<file path="src/rtl/instruction_fetch_unit.sv">
// ---------------------------------------------------------------------------
// instruction_fetch_unit
//
// Fetch stage of the single-cycle RISC-V core. Owns the program counter,
// issues one instruction-memory read at a time, holds the returned
// instruction for decode, and applies branch redirects
// (branch_pc + sign-extended branch_imm).
//
// Ports
//   clk, rst_n      clock, asynchronous active-low reset
//   imem_req_valid  out  fetch request valid (REQ state)
//   imem_req_ready  in   memory accepts the request this cycle
//   imem_addr       out  fetch address, always equal to pc
//   imem_rsp_valid  in   read data valid (only honoured in WAIT)
//   imem_rdata      in   read data
//   instr_valid     out  instruction available to decode (HOLD state)
//   instr_ready     in   decode consumes the instruction this cycle
//   instruction     out  registered instruction (NOP after reset)
//   instr_pc        out  PC of the presented instruction
//   branch_taken    in   presented instruction redirects fetch
//   branch_pc       in   branch base address
//   branch_imm      in   signed byte offset
//   misaligned      out  sticky flag: redirect target not 4-byte aligned
//
// Handshakes: a transfer happens on a cycle where both valid and ready are
// high. A valid, once raised, stays high with its payload stable until that
// transfer; ready may toggle freely and never depends on combinational
// feedback from valid inside this block.
// ---------------------------------------------------------------------------
module instruction_fetch_unit #(
    parameter int                  ADDRSIZE  = 32,
    parameter int                  INSTRSIZE = 32,
    parameter int                  IMMSIZE   = 32,
    parameter logic [ADDRSIZE-1:0] RESET_PC  = '0
) (
    input  logic                 clk,
    input  logic                 rst_n,
    output logic                 imem_req_valid,
    input  logic                 imem_req_ready,
    output logic [ADDRSIZE-1:0]  imem_addr,
    input  logic                 imem_rsp_valid,
    input  logic [INSTRSIZE-1:0] imem_rdata,
    output logic                 instr_valid,
    input  logic                 instr_ready,
    output logic [INSTRSIZE-1:0] instruction,
    output logic [ADDRSIZE-1:0]  instr_pc,
    input  logic                 branch_taken,
    input  logic [ADDRSIZE-1:0]  branch_pc,
    input  logic [IMMSIZE-1:0]   branch_imm,
    output logic                 misaligned
);

    localparam logic [INSTRSIZE-1:0] NOP = INSTRSIZE'(32'h0000_0013);

    typedef enum logic [2:0] {
        S_BOOT = 3'd0,
        S_REQ  = 3'd1,
        S_WAIT = 3'd2,
        S_HOLD = 3'd3,
        S_ERR  = 3'd4
    } state_t;

    state_t              state_q;
    state_t              state_d;
    logic [ADDRSIZE-1:0] pc_q;
    logic [ADDRSIZE-1:0] imm_ext;
    logic [ADDRSIZE-1:0] tgt;
    logic                consume;
    logic                tgt_bad;

    // Immediate is sign-extended when narrower than the PC, truncated otherwise.
    generate
        if (IMMSIZE >= ADDRSIZE) begin : g_imm_trunc
            assign imm_ext = branch_imm[ADDRSIZE-1:0];
        end else begin : g_imm_sext
            assign imm_ext = {{(ADDRSIZE-IMMSIZE){branch_imm[IMMSIZE-1]}}, branch_imm};
        end
    endgenerate

    // Wraps modulo 2^ADDRSIZE by construction.
    assign tgt     = branch_pc + imm_ext;
    // Decode handshake; branch inputs are only looked at on this cycle.
    assign consume = (state_q == S_HOLD) && instr_ready;
    assign tgt_bad = branch_taken && (tgt[1:0] != 2'b00);

    // State register
    always_ff @(posedge clk or negedge rst_n) begin
        if (!rst_n) begin
            state_q <= S_BOOT;
        end else begin
            state_q <= state_d;
        end
    end

    // Next-state logic
    always_comb begin
        state_d = state_q;
        case (state_q)
            S_BOOT: state_d = S_REQ;
            S_REQ:  if (imem_req_ready) state_d = S_WAIT;
            S_WAIT: if (imem_rsp_valid) state_d = S_HOLD;
            S_HOLD: if (consume) state_d = tgt_bad ? S_ERR : S_REQ;
            S_ERR:  state_d = S_ERR;
            default: state_d = S_BOOT;
        endcase
    end

    // Outputs decoded from registered state only
    always_comb begin
        imem_req_valid = 1'b0;
        instr_valid    = 1'b0;
        case (state_q)
            S_REQ:   imem_req_valid = 1'b1;
            S_HOLD:  instr_valid    = 1'b1;
            default: ;
        endcase
    end

    assign imem_addr = pc_q;

    // Datapath: PC, presented instruction and the sticky error flag.
    // Responses arriving outside WAIT (including one left over from before a
    // reset) never reach these registers.
    always_ff @(posedge clk or negedge rst_n) begin
        if (!rst_n) begin
            pc_q        <= RESET_PC;
            instruction <= NOP;
            instr_pc    <= '0;
            misaligned  <= 1'b0;
        end else begin
            if ((state_q == S_WAIT) && imem_rsp_valid) begin
                instruction <= imem_rdata;
                instr_pc    <= pc_q;
            end
            if (consume) begin
                if (!branch_taken) begin
                    pc_q <= pc_q + ADDRSIZE'(4);
                end else if (!tgt_bad) begin
                    pc_q <= tgt;
                end else begin
                    misaligned <= 1'b1;
                end
            end
        end
    end

endmodule

</file>
<file path="config.mk">
export PLATFORM = sky130hd
export DESIGN_NAME = instruction_fetch_unit
export DESIGN_NICKNAME = d
export VERILOG_FILES = /design/src/rtl/instruction_fetch_unit.sv
export SDC_FILE = /design/constraint.sdc
export NUM_CORES = 1
export LEC_CHECK = 0
export CORE_MARGIN = 3
export CORE_UTILIZATION = 25
export CTS_CLUSTER_SIZE = 30
export DETAILED_ROUTE_END_ITERATION = 16
export DONT_BUFFER_PORTS = 1
export PLACE_DENSITY = 0.49
export SKIP_LAST_GASP = 1
export SYNTH_ARGS = -nofsm -noshare
export SYNTH_HDL_FRONTEND = slang
export SYNTH_SLANG_ARGS = --single-unit
</file>
<file path="constraint.sdc">
create_clock -name clk -period 2.27 [get_ports clk]
set_input_delay 0.454 -clock clk [delete_from_list [all_inputs] [get_ports clk]]
set_output_delay 0.454 -clock clk [all_outputs]
set_load 0.005 [all_outputs]
</file>
==> results by group, run 1 <==
Setup path
  – CP peak stage delay: 0.39 ns
  – Crit Path Max Fanout: 3
  – Worst EP arrival: 2.51 ns
  – Worst path slowest cell: or4_1
  – CP Cell Sequence: ha_4 > fa_2 > a21oi_4 > o211ai_4 > a2111oi_4 > o21ai_2 > a21oi_2 > o21ai_2 > or4_1 > nand3_1
  – Flop2flop setup slack: 0.14 ns
  – Worst path required time: 2.56 ns
  – Type of the worst setup path: primary input to flip-flop
  – Most used cell, CP: o21ai_2
  – Crit end category: flip-flop
  – Critical Path Source Type: primary input

Placement
  – Pre-CTS setup slack: -0.367 ns
  – IO buf count: 0
  – Gpl congestion: 0.815
  – Post-DP HPWL: 15200 um
  – Placed insts: 1035

Timing
  – Worst-margin pin slew: 0.433 ns
  – Worst hold slack: -0.205 ns
  – Pins Over Slew Limit: 0
  – Fmax: 0.451 GHz
  – Final Cycle Share: 0.978
  – Hold Violations, Final: 100
  – Final setup fails: 0
  – Clock Skew: 0.00891 ns
  – Setup ws final: 0.0505 ns
  – Post-layout min period: 2.22 ns
  – RSZ-0062 raised after global routing: true
  – Slew headroom: 0.711

Floorplanning
  – Starting density of the core: 0.256
  – Full die area: 27000 um^2
  – Die Wd: 164 um
  – Overall die height: 164 um
  – IO Count: 201
  – Row cnt: 57
  – Placeable Area: 24500 um^2

Synthesis
  – Synth Flop Type: dfrtp_1
  – Sequential cell area fraction in the yosys report: 0.400
  – Post-synthesis register bit count: 100
  – Syn. warnings: 0
  – Cell Area, Synth: 6270 um^2
  – Synth unique cells: 64
  – Post-synth EDFFs: 0
  – FFs w/ async S/R, synth: 1.00
  – Post-Syn Nets: 760
  – Mean Syn Cell Area: 10.0 um^2
  – Post-synthesis xor/xnor area fraction: 0.0377
  – Cells after Synth: 625
  – Largest family of logic cells by synthesized area: compound AO/OA/AOI/OAI gates
  – Synth Area in Simple Gates: 0.135
  – Synth Area in Compound Gates: 0.198
  – Adder-cell share of the synthesized area: 0.0670
  – Portion of netlist area occupied by mux cells: 0.131

Routing
  – DR WL/cell: 18.0 um
  – Post-route antenna net violation count: 0
  – Residual DRC: 0
  – Initial DRT Pass Iterations: 4
  – 1st-iter DRT viols: 334
  – Total number of vias: 5161
  – Routed wire length: 18900 um
  – Via density: 4.91

Pwr
  – Power Total: 7.12 mW
  – Peak supply drop: 425 uV
  – Pwr/cell area: 905 nW/um^2
  – Pleak: 3.43 nW

Clocking
  – Clock Latency Late Sink: 0.35 ns
  – Clock sink total: 100
  – Clk root buf: clkbuf_16
  – CTS clock-pin slew for the worst setup and hold paths: 0.07 ns
  – CTS tree: built
  – Cts bufs inserted: 9
  – CTS H-tree lvls: 3
  – Clk buf depth: 2

Global routing
  – Total GRT Usage: 0.138
  – Grt ovf: 0
  – Initial antenna violation count: 0
  – First-pass GRT wire length: 29000 um
  – Vias in the first global route: 5171
  – Pin count of the biggest net entering global routing: 101

Layout
  – NumNets Final: 858
  – Most common cell after layout, fill and taps aside: buf_4
  – Most frequent cells in the layout: buf_4, dfrtp_1, mux2_2
  – Non-Filler Instances: 1052
  – Area delta synth->final: 25.4%
  – Layout cells sized above 1: 0.338
  – Antenna Diode Count: 0

Run
  – Max-cap violations: 0

Hold path
  – Worst hold path class: primary input to asynchronous set/reset pin

Status
  – Outcome: finished, violations left
  – Violated checks: negative hold slack
## stage by stage
stage          TNS [ns]  cell area, um^2  hold WS, ns  utilization
2_1_floorplan    -0.686             6330        0.158            -
3_3_place_gp      -4.93             7510        0.161        0.307
3_5_place_dp      -5.43             7510        0.161        0.307
4_1_cts               0             7820       -0.227        0.320
5_1_grt          -0.267             7870       -0.229        0.322
6_report              0             7870       -0.205        0.322
## metal layers
layer  part of all wire  vias to the layer above  global-route usage
li1                   -                     2530                   -
met1               0.45                     2438               0.185
met2               0.45                      177               0.216
met3              0.093                       16              0.0464
met4              0.011                        0              0.0328
met5                  0                        -                   0
## power by group
part	leakage [nW]	internal [mW]	switching [mW]	total (mW)
combinational	2.09	1.29	1.17	2.46
sequential	1.19	2.48	0.584	3.07
clock	0.147	0.871	0.726	1.60
total	3.43	4.64	2.48	7.12
## Yosys cell counts, drive strengths merged, types with 3 or more instances
cell	count	area [um^2]
buf	17	81.3
and3	17	106
nand4	11	68.8
nand3	22	120
a21oi	67	365
dfrtp	97	2430
a21boi	3	26.3
and4	4	35.0
inv	15	56.3
and2	10	63.8
ha	32	400
a221oi	9	91.3
nand2	43	164
mux2	66	743
o211ai	4	43.8
a31oi	13	93.8
mux2i	8	80.1
o221ai	3	26.3
dfstp	3	78.8
o21bai	4	30.0
clkbuf	15	57.6
o21ai	32	179
nor2	33	124
a311oi	3	26.3
xor2	10	87.6
a21o	15	113
xnor2	17	149
o22ai	13	81.3
nor3	10	71.3
## repair_timing
action,4_1_cts,5_1_grt
setup buffers,0,1
endpoints found under the hold margin,100,100
endpoints found under the setup margin,0,11
gates resized for setup,0,7
## critical path: cells and delay by family
kind | cells | cell delay, ns
AO/OA/AOI/OAI | 6 | 1.04
adder cells (fa/ha/maj) | 2 | 0.53
AND/OR/NAND/NOR | 2 | 0.48
## sequential cells by signal, summed over array words and instances, names as in the netlist
| signal | flops |
|---|---|
| state_q | 3 |
| instruction | 32 |
| misaligned | 1 |
| imem_addr | 32 |
| instr_pc | 32 |
## path summary, 6_finish.rpt
kind	to	cells past startpoint	start
worst max-delay path	imem_addr[26]	10	branch_pc[0]
worst min-delay path	instruction[15]	0	rst_n
worst max register to register	imem_addr[26]	9	imem_addr[2]
worst min register to register	misaligned	1	misaligned
max in group asynchronous	instruction[4]	0	rst_n
min in group clk	instruction[18]	1	imem_rdata[18]
## logic make-up after synthesis
logic type / Yosys count
buffers and inverters: 47
muxes: 74
DFF: 100
adders and majority gates: 33
AOI/OAI and AO/OA: 181
xor gates and xnor gates: 27
and+or+nand+nor: 163
## cell type report
| class | instances | area, um^2 |
|---|---|---|
| inverters | 15 | 56.3 |
| multi-input cells | 478 | 3670 |
| well taps | 324 | 405 |
| clock inverters | 7 | 81.3 |
| fillers | 2542 | 16600 |
| clock buffers | 9 | 225 |
| repair buffers | 119 | 918 |
| flip-flops and latches | 100 | 2510 |
No activity file was read; power rests on OpenSTA's default activity.
==> inputs of run 2 (changes only) <==
==> constraint.sdc (replaced) <==
create_clock -name clk -period 2.27 [get_ports clk]
set_input_delay 0.227 -clock clk [delete_from_list [all_inputs] [get_ports clk]]
set_output_delay 0.227 -clock clk [all_outputs]
set_load 0.005 [all_outputs]
==> run 2 against run 1 <==
Compared with the run above:
- the flow still finishes with violations (negative hold slack)
- clock skew grew 0.0018 ns
- via count shrank 1.8%
- global-route usage shrank 0.21 points
- register-to-register slack gained 0.02 ns
- power shrank 2.3%
- sequential cell count is the same
- critical endpoint unchanged
==> results by group, run 2 (synthesis results as in run 1) <==
Status
  – Outcome: finished, violations left
  – Violated checks: negative hold slack

Setup path
  – Worst r2r src: imem_addr[2]
  – Type of the worst setup path: flip-flop to flip-flop
  – Worst path required time: 2.50 ns (-0.06 ns)
  – WP buf/inv: 1 (+1)
  – Crit path launch: imem_addr[2]
  – CP top delay family: simple AND/OR/NAND/NOR gates
  – Worst EP arrival: 2.34 ns (-0.17 ns)
  – CP Cell Sequence: ha_1 > and3_1 > and3_1 > and3_1 > buf_4 > a31oi_1 > a311oi_1 > a221oi_1 > nand3_1
  – CP Depth: 9 (-1)
  – Critical Path Source Type: flip-flop
  – R2R depth: 9 (unchanged)
  – Crit end category: flip-flop
  – Crit Path Max Fanout: 7 (+4)
  – Most used cell, CP: and3_1
  – Worst path slowest cell: dfrtp_1
  – CP peak stage delay: 0.39 ns (about the same)

Pwr
  – Pwr/cell area: 906 nW/um^2 (about the same)
  – Peak supply drop: 364 uV (-14%)
  – Pleak: 3.34 nW (-2.9%)

Floorplanning
  – Placeable Area: 24500 um^2 (unchanged)
  – IO Count: 201 (unchanged)
  – Full die area: 27000 um^2 (unchanged)
  – Starting density of the core: 0.256 (unchanged)
  – Row cnt: 57 (unchanged)
  – Die Wd: 164 um (unchanged)
  – Overall die height: 164 um (unchanged)

Placement
  – Pre-CTS setup slack: -0.220 ns (+0.147 ns)
  – Post-DP HPWL: 14900 um (-2.2%)
  – DP Area: 7290 um^2 (-3.0%)
  – Gpl congestion: 0.819 (+0.48%)
  – Placed insts: 1014 (-2.0%)
  – IO buf count: 0 (unchanged)

Clocking
  – Clock sink total: 100 (unchanged)
  – Clock Latency Late Sink: 0.35 ns (about the same)
  – CTS clock-pin slew for the worst setup and hold paths: 0.08 ns (about the same)
  – Setup Fix Bufs, Post-CTS: 0 (unchanged)
  – Clk root buf: clkbuf_16
  – Cts bufs inserted: 9 (unchanged)
  – CTS H-tree lvls: 3 (unchanged)
  – CTS tree: built
  – Clk buf depth: 2 (unchanged)

Timing
  – Pins Over Slew Limit: 0 (unchanged)
  – Final Cycle Share: 0.930 (-0.0476)
  – Fmax: 0.474 GHz (+5.1%)
  – Clock Skew: 0.0107 ns (+0.00176 ns)
  – Setup ws final: 0.159 ns (+0.108 ns)
  – Worst-margin pin slew: 0.404 ns (-0.0284 ns)
  – Final setup fails: 0 (unchanged)
  – RSZ-0062 raised after global routing: false
  – Hold Violations, Final: 100 (unchanged)
  – Worst hold slack: -0.429 ns (-0.224 ns)
  – Post-layout min period: 2.11 ns (-0.108 ns)
  – Slew headroom: 0.730 (+0.0188)

Global routing
  – Initial antenna violation count: 0 (unchanged)
  – Vias in the first global route: 5078 (-1.8%)
  – Pin count of the biggest net entering global routing: 101 (unchanged)
  – First-pass GRT wire length: 28600 um (-1.6%)
  – Total GRT Usage: 0.136 (-0.00214)
  – Grt ovf: 0 (unchanged)

Run
  – Max-cap violations: 0 (unchanged)

Routing
  – Initial DRT Pass Iterations: 4 (unchanged)
  – Total number of vias: 5068 (-1.8%)
  – 1st-iter DRT viols: 238 (-29%)
  – DR WL/cell: 18.1 um (+0.58%)
  – Post-route antenna net violation count: 0 (unchanged)
  – Via density: 4.87 (-0.67%)
  – Residual DRC: 0 (unchanged)
  – Routed wire length: 18800 um (-0.57%)

Layout
  – Layout cells sized above 1: 0.302 (-0.0358)
  – Most common cell after layout, fill and taps aside: dfrtp_1
  – Non-Filler Instances: 1040 (-1.1%)
  – Fin area: 7680 um^2 (-2.4%)
  – Area delta synth->final: 22.4%
  – Most frequent cells in the layout: dfrtp_1, buf_4, mux2_2
  – NumNets Final: 845 (-1.5%)

Hold path
  – Worst hold path class: primary input to asynchronous set/reset pin
run 2: routing by layer:
metal / share of wire / up-vias / GRT usage
li1: - / 2494 / -
met1: 0.46 / 2387 / 0.185
met2: 0.43 / 176 / 0.212
met3: 0.096 / 11 / 0.0446
met4: 0.0079 / 0 / 0.0286
met5: 0 / - / 0
run 2: timing repair:
item | in CTS | in global routing
endpoints found under the hold margin | 101 | 108
hold buffers | 1 | 8
gates resized for setup | 0 | 3
endpoints found under the setup margin | 0 | 1
run 2: final cells by class:
cell class	instances	area (um^2)
clock buffer	9	225
timing repair buffer	106	831
sequential	100	2510
antenna	1	2.50
fill	2518	16800
inverter	15	56.3
tap	324	405
multi-input combinational	478	3590
clock inverter	7	58.8
run 2: through the flow:
step | power [mW] | util | setup TNS, ns
6_report | 6.96 | 0.314 | 0
5_1_grt | 7.50 | 0.314 | 0
4_1_cts | 7.07 | 0.310 | 0
3_5_place_dp | 5.51 | 0.298 | -2.26
3_3_place_gp | 5.48 | 0.298 | -1.59
2_1_floorplan | 4.56 | - | -0.103
run 2: final timing paths:
kind / to / slack [ns]
worst max-delay path: imem_addr[26] / 0.16
worst min-delay path: instr_pc[18] / -0.43
worst max register to register: imem_addr[26] / 0.16
worst min register to register: misaligned / 0.50
max in group asynchronous: instruction[0] / 2.49
min in group clk: imem_addr[14] / 0.03
run 2: worst register-to-register path, cell delays in order, from the launching register on:
cell      delay [ns]
dfrtp_1         0.39
ha_1            0.23
and3_1          0.22
and3_1          0.20
and3_1          0.18
buf_4           0.17
a31oi_1         0.16
a311oi_1        0.08
a221oi_1        0.25
nand3_1         0.10
run 2: power by group:
part,internal [mW],switching [mW]
registers,2.48,0.556
logic,1.25,1.16
clock network,0.762,0.744
total,4.49,2.46
